==> src/rtl/mem_arb_pkg.sv <==
// Shared types and encodings for the fetch / load-store memory port arbiter.
package mem_arb_pkg;

  typedef enum logic [1:0] {
    IDLE  = 2'd0,
    FETCH = 2'd1,
    DATA  = 2'd2
  } arbState_t;

  localparam logic [1:0] ST_BYTE = 2'b00;
  localparam logic [1:0] ST_HALF = 2'b01;
  localparam logic [1:0] ST_WORD = 2'b10;

  localparam logic GNT_FETCH = 1'b0;
  localparam logic GNT_DATA  = 1'b1;

endpackage

==> src/rtl/store_lane_align.sv <==
// Combinational store lane steering: byte strobes, lane-replicated write data
// and misalignment detection from the low address bits and storeCtrl.
module store_lane_align
  import mem_arb_pkg::*;
(
  input  logic [1:0]  byteOffset,
  input  logic [1:0]  storeCtrl,
  input  logic [31:0] wdata,
  output logic [3:0]  wstrb,
  output logic [31:0] laneData,
  output logic        misalign
);

  // NOTE: every output gets a default first so no path through the case
  // leaves a signal unassigned and infers a latch.
  always_comb begin
    wstrb    = 4'b0000;
    laneData = wdata;
    misalign = 1'b0;
    case (storeCtrl)
      ST_BYTE: begin
        wstrb    = 4'b0001 << byteOffset;
        laneData = {4{wdata[7:0]}};
      end
      ST_HALF: begin
        wstrb    = 4'b0011 << {byteOffset[1], 1'b0};
        laneData = {2{wdata[15:0]}};
        misalign = byteOffset[0];
      end
      default: begin
        // Reserved encoding behaves as a full word store.
        wstrb    = 4'b1111;
        misalign = |byteOffset;
      end
    endcase
  end

endmodule

==> src/rtl/mem_port_arbiter.sv <==
// Shares one memory port between instruction fetch and load/store via a
// req/ready FSM. Define MEM_ARB_RR_EN for round-robin instead of data priority.
module mem_port_arbiter
  import mem_arb_pkg::*;
#(
  parameter int ADDR_W = 32,
  parameter int DATA_W = 32
) (
  input  logic              clk,
  input  logic              rstn,
  input  logic              fetchReq,
  input  logic [ADDR_W-1:0] fetchAddr,
  output logic [DATA_W-1:0] fetchRdata,
  output logic              fetchDone,
  input  logic              dataReq,
  input  logic [ADDR_W-1:0] dataAddr,
  input  logic              dataWe,
  input  logic [1:0]        storeCtrl,
  input  logic [DATA_W-1:0] dataWdata,
  output logic [DATA_W-1:0] dataRdata,
  output logic              dataDone,
  output logic              misalign,
  output logic              memReq,
  output logic [ADDR_W-1:0] memAddr,
  output logic              memWe,
  output logic [3:0]        memWstrb,
  output logic [DATA_W-1:0] memWdata,
  input  logic [DATA_W-1:0] memRdata,
  input  logic              memReady,
  output logic              busy
);

  arbState_t         state, nextState;
  logic              fetchElig, dataElig, pickData;
  logic              grantFetch, grantData, dataReject;
  logic [3:0]        alignStrb;
  logic [DATA_W-1:0] alignData;
  logic              alignMisalign;
  logic              unusedFetchLsb;

  assign unusedFetchLsb = ^fetchAddr[1:0];

  store_lane_align uAlign (
    .byteOffset (dataAddr[1:0]),
    .storeCtrl  (storeCtrl),
    .wdata      (dataWdata),
    .wstrb      (alignStrb),
    .laneData   (alignData),
    .misalign   (alignMisalign)
  );

`ifdef MEM_ARB_RR_EN
  logic lastGrant;

  always_ff @(posedge clk or negedge rstn) begin
    if (!rstn)           lastGrant <= GNT_DATA;
    else if (grantData)  lastGrant <= GNT_DATA;
    else if (grantFetch) lastGrant <= GNT_FETCH;
  end
`endif

  // A requester still holding req during its own done cycle is not eligible.
  always_comb begin
    fetchElig = fetchReq & ~fetchDone;
    dataElig  = dataReq & ~dataDone;
`ifdef MEM_ARB_RR_EN
    pickData  = dataElig & (~fetchElig | (lastGrant == GNT_FETCH));
`else
    pickData  = dataElig;
`endif
    grantData  = (state == IDLE) & pickData;
    grantFetch = (state == IDLE) & fetchElig & ~pickData;
    dataReject = grantData & dataWe & alignMisalign;
  end

  // NOTE: sequential state uses non-blocking assignments so every flop samples
  // pre-edge values regardless of process ordering.
  always_ff @(posedge clk or negedge rstn) begin
    if (!rstn) state <= IDLE;
    else       state <= nextState;
  end

  always_comb begin
    nextState = state;
    case (state)
      IDLE: begin
        if (grantData && !dataReject) nextState = DATA;
        else if (grantFetch)          nextState = FETCH;
      end
      FETCH, DATA: if (memReady) nextState = IDLE;
      default: nextState = IDLE;
    endcase
  end

  always_comb begin
    memReq = (state == FETCH) || (state == DATA);
    busy   = (state != IDLE);
  end

  // Access registers are loaded on grant and held until the access completes.
  always_ff @(posedge clk or negedge rstn) begin
    if (!rstn) begin
      memAddr    <= '0;
      memWe      <= 1'b0;
      memWstrb   <= 4'b0000;
      memWdata   <= '0;
      fetchRdata <= '0;
      dataRdata  <= '0;
      fetchDone  <= 1'b0;
      dataDone   <= 1'b0;
      misalign   <= 1'b0;
    end else begin
      fetchDone <= (state == FETCH) && memReady;
      dataDone  <= ((state == DATA) && memReady) || dataReject;
      misalign  <= dataReject;
      if (grantFetch) begin
        memAddr  <= {fetchAddr[ADDR_W-1:2], 2'b00};
        memWe    <= 1'b0;
        memWstrb <= 4'b0000;
      end else if (grantData && !dataReject) begin
        memAddr  <= {dataAddr[ADDR_W-1:2], 2'b00};
        memWe    <= dataWe;
        memWstrb <= dataWe ? alignStrb : 4'b0000;
        memWdata <= alignData;
      end
      if (state == FETCH && memReady) fetchRdata <= memRdata;
      if (state == DATA && memReady && !memWe) dataRdata <= memRdata;
    end
  end

endmodule

==> config.mk <==
export PLATFORM = sky130hd
export DESIGN_NAME = mem_port_arbiter
export DESIGN_NICKNAME = d
export VERILOG_FILES = /design/src/rtl/mem_arb_pkg.sv /design/src/rtl/store_lane_align.sv /design/src/rtl/mem_port_arbiter.sv
export SDC_FILE = /design/constraint.sdc
export NUM_CORES = 1
export LEC_CHECK = 0
export BUFFER_PORTS_ARGS = -buffer_cell sky130_fd_sc_hd__buf_2
export CAP_MARGIN = 0
export CORE_ASPECT_RATIO = 1.75
export CORE_MARGIN = 5
export CORE_UTILIZATION = 35
export CTS_CLUSTER_DIAMETER = 150
export DETAILED_ROUTE_END_ITERATION = 12
export PLACE_DENSITY = 0.66
export SYNTH_ARGS = -nofsm -noshare
export SYNTH_HDL_FRONTEND = slang
export SYNTH_HIERARCHICAL = 1
export SYNTH_SLANG_ARGS = --single-unit
==> constraint.sdc <==
create_clock -name clk -period 3.8 [get_ports clk]
set_input_delay 1.14 -clock clk [delete_from_list [all_inputs] [get_ports clk]]
set_output_delay 1.14 -clock clk [all_outputs]
set_load 0.1 [all_outputs]
Yosys cells after proc, flatten, opt, wreduce, memory -nomap -nowiden
Index checks and enable logic that the tools add are counted.

Bits of input ports: 136. Output and inout bits: 138. Memories kept: 0. ROM bits: 0. Bits in registers: 138. Latch bits: 0. Word-level logic and storage cells: 58. Bits in writable memories: 0.

$add $sub $neg: 0. Order comparisons: 0. Divide/modulo/power cells: 0. Shift-type cells: 2. Multiplexer cells: 14. Reductions and logical operators: 16. Multipliers: 0. Equality and inequality tests: 5. Bitwise logic cells: 11.

Operator list (number): $mux 32 (2); $pmux 32 s2 (1); $mux 4 (3); $pmux 4 s2 (1); $and 1x1->1 (7); $mux 2 (3); $eq 2x1->1 const B (2); $logic_and 1x1->1 (4); $logic_not 2->1 (2); $not 1->1 (4); $pmux 2 s2 (1); $reduce_and 2->1 (2); $reduce_bool 2->1 (2); $reduce_or 2->1 (2); $shl 1x2->4 const A (1); $shl 2x2->4 const A (1); $ne 3x2->1 const B (1); $eq 2x2->1 const B (1); $logic_not 1->1 (2); $logic_or 1x1->1 (2); $mux 1 (2); $ne 2x2->1 const B (1); $pmux 1 s2 (1).

Longest topological paths before layout
Gate-level depths: netlist of the first run.

Depth after elaboration: 9. Depth in mapped cells: 8. Depth with buffers taken out: 6.

Modules after synthesis
The synthesis of the first run kept the hierarchy.

By module, submodules not included: mem_port_arbiter (cells each 349, area an instance 5509.0 µm², times used 1, seq. area each 3403.3 µm²); store_lane_align (cells each 63, area an instance 521.8 µm², times used 1, seq. area each 0.0 µm²).

Least setup slack after synthesis of the first run
OpenSTA, ideal clock, no wires.

Path kind: in2reg. Start: input storeCtrl[1]. End: register memWdata[27]. Required time: 3674 ps. Stages on the path: 8. Arrival time: 2384 ps. Library setup time: 126 ps. Buffers on the path: 3. Path slack: 1290 ps. Cell sequence: clkbuf_4 > a21oi_1 > nor2_1 > and2_4 > nor2_8 > buf_6 > buf_6 > mux2_4.

Longest elaborated chain between the ends: 6. Elaborated cells between the ends (all ways): 8. Classes of those cells: eq/ne (1); mux (2); bitwise (1); reduce/logical (4).

Ends and longest elaborated chain: from (decl) (RTL line mem_port_arbiter.sv:18) `input logic [1:0] storeCtrl,`; $eq 2x1->1 / $logic_not 2->1 (equally long branches) (RTL line store_lane_align.sv:20) `case (storeCtrl)`; $pmux 1 s2 * (RTL line store_lane_align.sv:20); net alignMisalign (RTL line mem_port_arbiter.sv:38) `logic alignMisalign;`; $and 1x1->1 * (RTL line mem_port_arbiter.sv:73) `dataReject = grantData & dataWe & alignMisalign;`; $logic_not 1->1 * (RTL line mem_port_arbiter.sv:120) `end else if (grantData && !dataReject) begin`; $logic_and 1x1->1 * (RTL line mem_port_arbiter.sv:120); $reduce_and 2->1 (no line) *; to (signal assigned) (RTL line mem_port_arbiter.sv:124) `memWdata <= alignData;`; to (decl) (RTL line mem_port_arbiter.sv:27) `output logic [DATA_W-1:0] memWdata,`.

Mark *: on every way through the listed nets, which the timed path passes. The rest lies on a longest branch. A chain may end at the register's enable or synchronous reset.

Worst setup path in the final report of the first run
Start: register state[1]. End: output busy.

Longest elaborated chain between the ends: 1.

Ends and longest elaborated chain: from (decl) (RTL line mem_port_arbiter.sv:33) `arbState_t state, nextState;`; from (signal assigned) (RTL line mem_port_arbiter.sv:80) `else state <= nextState;`; $reduce_bool 2->1 (RTL line mem_port_arbiter.sv:97) `busy = (state != IDLE);`; to (decl) (RTL line mem_port_arbiter.sv:30) `output logic busy`.

Every way passes these cells.

==> results of run 1 <==
[worst paths after layout]
path,startpoint,endpoint,cells past startpoint
max in group asynchronous,rstn,fetchRdata[17]$_DFFE_PN0P_,2
setup reg to reg,state[1]$_DFFE_PN0P_,memWdata[1]$_DFFE_PN0P_,6
setup / recovery,state[1]$_DFFE_PN0P_,busy,4
min in group asynchronous,rstn,memAddr[8]$_DFFE_PN0P_,1
hold / removal,memAddr[11]$_DFFE_PN0P_,memAddr[11]$_DFFE_PN0P_,1
hold reg to reg,memAddr[11]$_DFFE_PN0P_,memAddr[11]$_DFFE_PN0P_,1
[final cells by class]
class	count	area (um2)	area share
flip-flops and latches	136	3400	0.422
well taps	227	284	0.0352
multi-input cells	237	2310	0.286
clock inverters	13	196	0.0243
repair buffers	277	1430	0.177
inverters	5	18.8	0.00233
clock buffers	19	433	0.0536
diodes	1	2.50	0.000310
[critical path, delay by kind of cell (launching register included)]
family / cells / cell delay [ns]
buffers and inverters: 3 / 0.60
DFF: 1 / 0.38
adders and majority gates: 1 / 0.27
[flip-flops by register name (all words and copies together), names as in the netlist]
| register | cells |
|---|---|
| fetchRdata | 32 |
| dataDone | 1 |
| state | 2 |
| memAddr | 30 |
| misalign | 1 |
| memWe | 1 |
| dataRdata | 32 |
| fetchDone | 1 |
| memWstrb | 4 |
| memWdata | 32 |
[Yosys cell counts]
| master | n |
|---|---|
| nor2_1 | 4 |
| a31o_2 | 1 |
| o21bai_1 | 2 |
| buf_4 | 15 |
| conb_1 | 1 |
| mux2_4 | 14 |
| a22o_1 | 31 |
| mux2_2 | 60 |
| a21o_1 | 32 |
| o21ai_1 | 3 |
| o21ai_0 | 2 |
| o21ai_2 | 6 |
| ha_1 | 4 |
| dfrtp_1 | 136 |
| and4b_1 | 1 |
| nor2_4 | 1 |
| nand2_1 | 12 |
| buf_6 | 12 |
| mux2i_1 | 8 |
| nor2_8 | 2 |
| a21oi_1 | 2 |
| a32o_1 | 5 |
| nand3b_1 | 1 |
| or2_1 | 1 |
| mux2_1 | 38 |
| buf_12 | 1 |
| buf_2 | 6 |
| nand3b_4 | 1 |
| clkbuf_4 | 1 |
| inv_1 | 5 |
| and2_4 | 1 |
| nand2b_1 | 3 |
[per-stage QoR]
| stage | util | hold WS (ns) | instances | setup slack, ns | cell area (um2) |
|---|---|---|---|---|---|
| floorplan | - | 0.491 | 413 | 1.29 | 6030 |
| global placement | 0.439 | 0.454 | 882 | 0.816 | 7440 |
| detailed placement | 0.439 | 0.459 | 882 | 0.786 | 7440 |
| CTS | 0.476 | 0.473 | 914 | 0.980 | 8070 |
| global route | 0.476 | 0.484 | 915 | 0.940 | 8070 |
| finish | 0.476 | 0.470 | 915 | 1.01 | 8070 |
[logic make-up after synthesis]
group | count (synthesis) | share of synthesized area
mux | 120 | 0.231
other cells | 1 | 0.000622
simple gates | 27 | 0.0303
compound gates | 84 | 0.112
fa+ha+maj | 4 | 0.00830
buf+inv | 40 | 0.0537
flops | 136 | 0.564
[layer usage]
metal | share of wire | wire [um] | vias to the layer above
li1 | - | - | 2009
met1 | 0.34 | 5530 | 2168
met2 | 0.57 | 9320 | 184
met3 | 0.069 | 1130 | 18
met4 | 0.022 | 362 | 0
met5 | 0 | 0 | -
==> impl_results.md, run 1 <==
- GRT overflow: 0
- Yosys top cell area share: 0.564
- CTS Hold Bufs: 0
- Yosys reg bits: 136
- Fin crit share: 0.735
- RSZ-0062 raised after global routing: no
- Antenna-violating nets left: 0
- Initial antenna violation count: 1
- Register area share after synthesis: 0.564
- Nets@finish: around 800
- Routed wire per std cell: 17.9 um
- Largest net degree at the start of global routing: about 120
- CTS tree: yes
- Met3 Resource Use GR: 0.0471
- Max Cap Viol: 0
- Worst EP required: 2.66 ns
- Most common cell after layout, fill and taps aside: buf_2
- Area of the mapped netlist: between 0.006 and 0.007 mm2
- CP cell instances: inv_1 -> ha_1 -> inv_1 -> buf_2
- TritonRoute pass-1 iters: 4
- Crit Path Category: reg2out
- Setup Skew: just under 0.006 ns
- Most common cell type on the critical path: inv_1
- Setup crit start kind: flip-flop
- CTS root buf: clkbuf_16
- Drt drc: 0
- Most frequent cells in the layout: buf_2, dfrtp_1, mux2_2, mux2_1, a21o_1
- Status: complete, no violations
- Max Buffers Root-to-Sink: 2
- Final count of negative-setup-slack endpoints: 0
- Layout cells sized above 1: 0.572
- Arr. time, crit path: 1.65 ns
- Post-cts sizing count: 0
- GR Util met1: 0.163
- Synth unique cells: 32
- Flop-to-flop setup slack: between 1.5 and 2 ns
- Max incr delay on CP: approximately 0.42 ns
- Final Max Slew Viols: 0
- First-pass GRT wire length: approximately 26000 um
- CP Capture Type: output port
- Min-Delay Path Class: reg2reg
- Dpl hpwl: around 12000 um
- Routed wire length: approximately 16000 um
- Top area cells in the synthesized netlist: dfrtp_1, mux2_2, mux2_1
- Synth warnings: 6
- Core area: about 0.017 mm2
- Post-CTS Repair Setup Buffers: 0
- Mean post-synth cell area: about 15 um2
- Hold Fails Final Rpt: 0
- TritonCTS Buffers: 17
- Port bufs: about 270
- Actual slew at the worst max-slew pin: around 1.1 ns
- Min cycle time layout: about 2.8 ns
- CP max-delay cell: buf_2
- Clock sink count: between 100 and 150
- Area Growth Syn to Fin: 33.8%
- Chip height: between 150 and 200 um
- Die Wd: roughly 110 um
- Top Ports: roughly 270
- Routing usage on met2: 0.312
- Fillers: around 1500
- Number of global-route vias before repair: between 4000 and 5000
- Initial Util: 0.356
- DIE AREA: approximately 0.020 mm2
- Final setup TNS: 0 ns
- Slew headroom: 0.294
- Gr busiest metal: met2
- Max FO, Critical Path: 4
- CTS clk-pin slew, worst paths: 0.06 ns
- Row count: 63
- Vias: between 4000 and 5000
- Vias per cell: 4.79
- Post-Synthesis Cells: ~400
- Clk_lat worst skew: between 0.4 and 0.5 ns
- H-tree depth: 4
- Fmax: 358 MHz
- GPL Wtd Cong: 0.824
- Area leader, netlist: dfrtp_1
- Drt first-iter violations: ~150
- GRT Overall Usage: 0.165
Power of run 1 is not shown: default switching activity piles up to over one toggle a cycle in this logic, so the estimate is an artifact.
==> run 2: changes to the inputs <==
- clock period: 3.8 -> 2.8 ns (I/O delays scaled with it)
==> run 2 against run 1 <==
Compared with the run above: critical endpoint unchanged; sequential share of layout area unchanged; die area did not move; first-iteration DRC count fell by 45%; clock skew grew 0.0034 ns; routed wire length increased by 0.65%; utilization is the same; count of clock-buffer cells in the layout grew 1; via count is 0.59% higher; setup slack got worse by 0.67 ns; critical path depth unchanged; hold slack got worse by 0.15 ns; final cell count stayed put; largest cell class unchanged.
==> impl_results.md, run 2 (synthesis gave the netlist of run 1 again) <==
- Status: complete, no violations
- Max Buffers Root-to-Sink: 2
- GPL Wtd Cong: around 0.8
- Die Wd: between 100 and 150 um
- Top Ports: 274
- Worst R2R Start: state[1]$_DFFE_PN0P_
- Fillers: between 1500 and 2000
- Cell family with the largest share of critical-path delay: buffers and inverters
- Max Cap Viol: 0
- Pre-CTS setup slack: about 0.33 ns
- Worst setup margin: around 0.34 ns
- Final Max Slew Viols: 0
- CP max-delay cell: buf_2
- Crit Path Category: reg2out
- Hold Fails Final Rpt: 0
- Vias: 4405
- Actual slew at the worst max-slew pin: between 0.5 and 0.6 ns
- Fin crit share: 0.880
- Max incr delay on CP: 0.42 ns
- Final setup TNS: 0 ns
- Routed wire per std cell: 18.0 um
- Buffers & Inverters on Critical Path: 3
- Most common cell after layout, fill and taps aside: buf_2
- Chip height: approximately 180 um
- Area of the multi-input gates: 0.00231 mm2
- Max FO, Critical Path: 4
- Area Growth Syn to Fin: 33.8%
- Largest regs: dataRdata: 32 flops, fetchRdata: 32 flops, memWdata: 32 flops
- Most frequent cells in the layout: buf_2, dfrtp_1, mux2_2, mux2_1, a21o_1
- Row count: 63
- Worst EP required: slightly below 2 ns
- Clock sink count: ~140
- TritonCTS Buffers: 17
- CTS Hold Bufs: 0
- Min cycle time layout: 2.46 ns
- Core area: 0.0169 mm2
- RSZ-0062 raised after global routing: no
- Port bufs: between 200 and 300
- Register area: ~0.0034 mm2
- Number of global-route vias before repair: between 4000 and 5000
- Vias per cell: 4.81
- CTS root buf: clkbuf_16
- CTS tree: yes
- Final count of negative-setup-slack endpoints: 0
- Most common cell type on the critical path: inv_1
- Setup crit start kind: flip-flop
- Nets@finish: just over 800
- Dpl hpwl: 12600 um
- DIE AREA: 0.0201 mm2
- Drt first-iter violations: 80
- H-tree depth: 4
- Largest net degree at the start of global routing: 76
- Ant diodes: 0
- Layout cells sized above 1: 0.574
- CP cell instances: inv_1 -> ha_1 -> inv_1 -> buf_2
- Min-Delay Path Class: in2async
- CTS clk-pin slew, worst paths: 0.05 ns
- GRT overflow: 0
- Slew headroom: 0.622
- TritonRoute pass-1 iters: 5
- Initial antenna violation count: 0
- Initial Util: 0.356
- Routed wire length: approximately 16000 um
- Antenna-violating nets left: 0
- Arr. time, crit path: between 1.5 and 2 ns
- GRT Overall Usage: 0.166
- Drt drc: 0
- Post-cts sizing count: 0
- Fmax: about 410 MHz
- Post-CTS Repair Setup Buffers: 0
- Clk_lat worst skew: approximately 0.4 ns
- CP startpoint: state[1]$_DFFE_PN0P_
- First-pass GRT wire length: between 20000 and 30000 um
- Setup Skew: approximately 0.0094 ns
- CP Capture Type: output port
[run 2: cell type report]
type,count,area share
clock buffer,20,0.0566
clock inverter,11,0.0183
inverter,5,0.00233
multi-input combinational,237,0.286
sequential,136,0.422
tap,227,0.0352
timing repair buffer,279,0.180
[run 2: layer usage]
| metal | GRT usage | part of all wire | vias up |
|---|---|---|---|
| met3 | 0.0418 | 0.066 | 45 |
| li1 | - | - | 2011 |
| met2 | 0.304 | 0.55 | 190 |
| met4 | 0.0989 | 0.047 | 0 |
| met5 | 0 | 0 | - |
| met1 | 0.163 | 0.34 | 2159 |
[run 2: worst reg2reg max path: cells and delay by family, from the launching register on]
| kind | cells | cell delay (ns) |
|---|---|---|
| AO/OA/AOI/OAI | 2 | 0.30 |
| adder cells (fa/ha/maj) | 1 | 0.21 |
| buffers and inverters | 2 | 0.42 |
| flip-flops | 1 | 0.40 |
| AND/OR/NAND/NOR | 1 | 0.58 |
[run 2: worst paths after layout]
| kind | end | slack (ns) | cells after the start |
|---|---|---|---|
| setup / recovery | busy | 0.34 | 4 |
| max in group asynchronous | memAddr[18]$_DFFE_PN0P_ | 1.74 | 2 |
| hold reg to reg | memAddr[14]$_DFFE_PN0P_ | 0.47 | 1 |
| min in group clk | memAddr[14]$_DFFE_PN0P_ | 0.47 | 1 |
| hold / removal | memWdata[26]$_DFFE_PN0P_ | 0.32 | 1 |
| setup reg to reg | memAddr[31]$_DFFE_PN0P_ | 0.83 | 6 |
[run 2: metrics by stage]
stage / instance area, um2 / util / hold slack (ns) / cells
after floorplan: 6030 / - / 0.491 / 413
after global placement: 7470 / 0.441 / 0.454 / 884
after detailed placement: 7470 / 0.441 / 0.460 / 884
after CTS: 8070 / 0.476 / 0.318 / 915
after global routing: 8070 / 0.476 / 0.328 / 915
final: 8070 / 0.476 / 0.324 / 915
Power of run 2 is left out for the same reason.
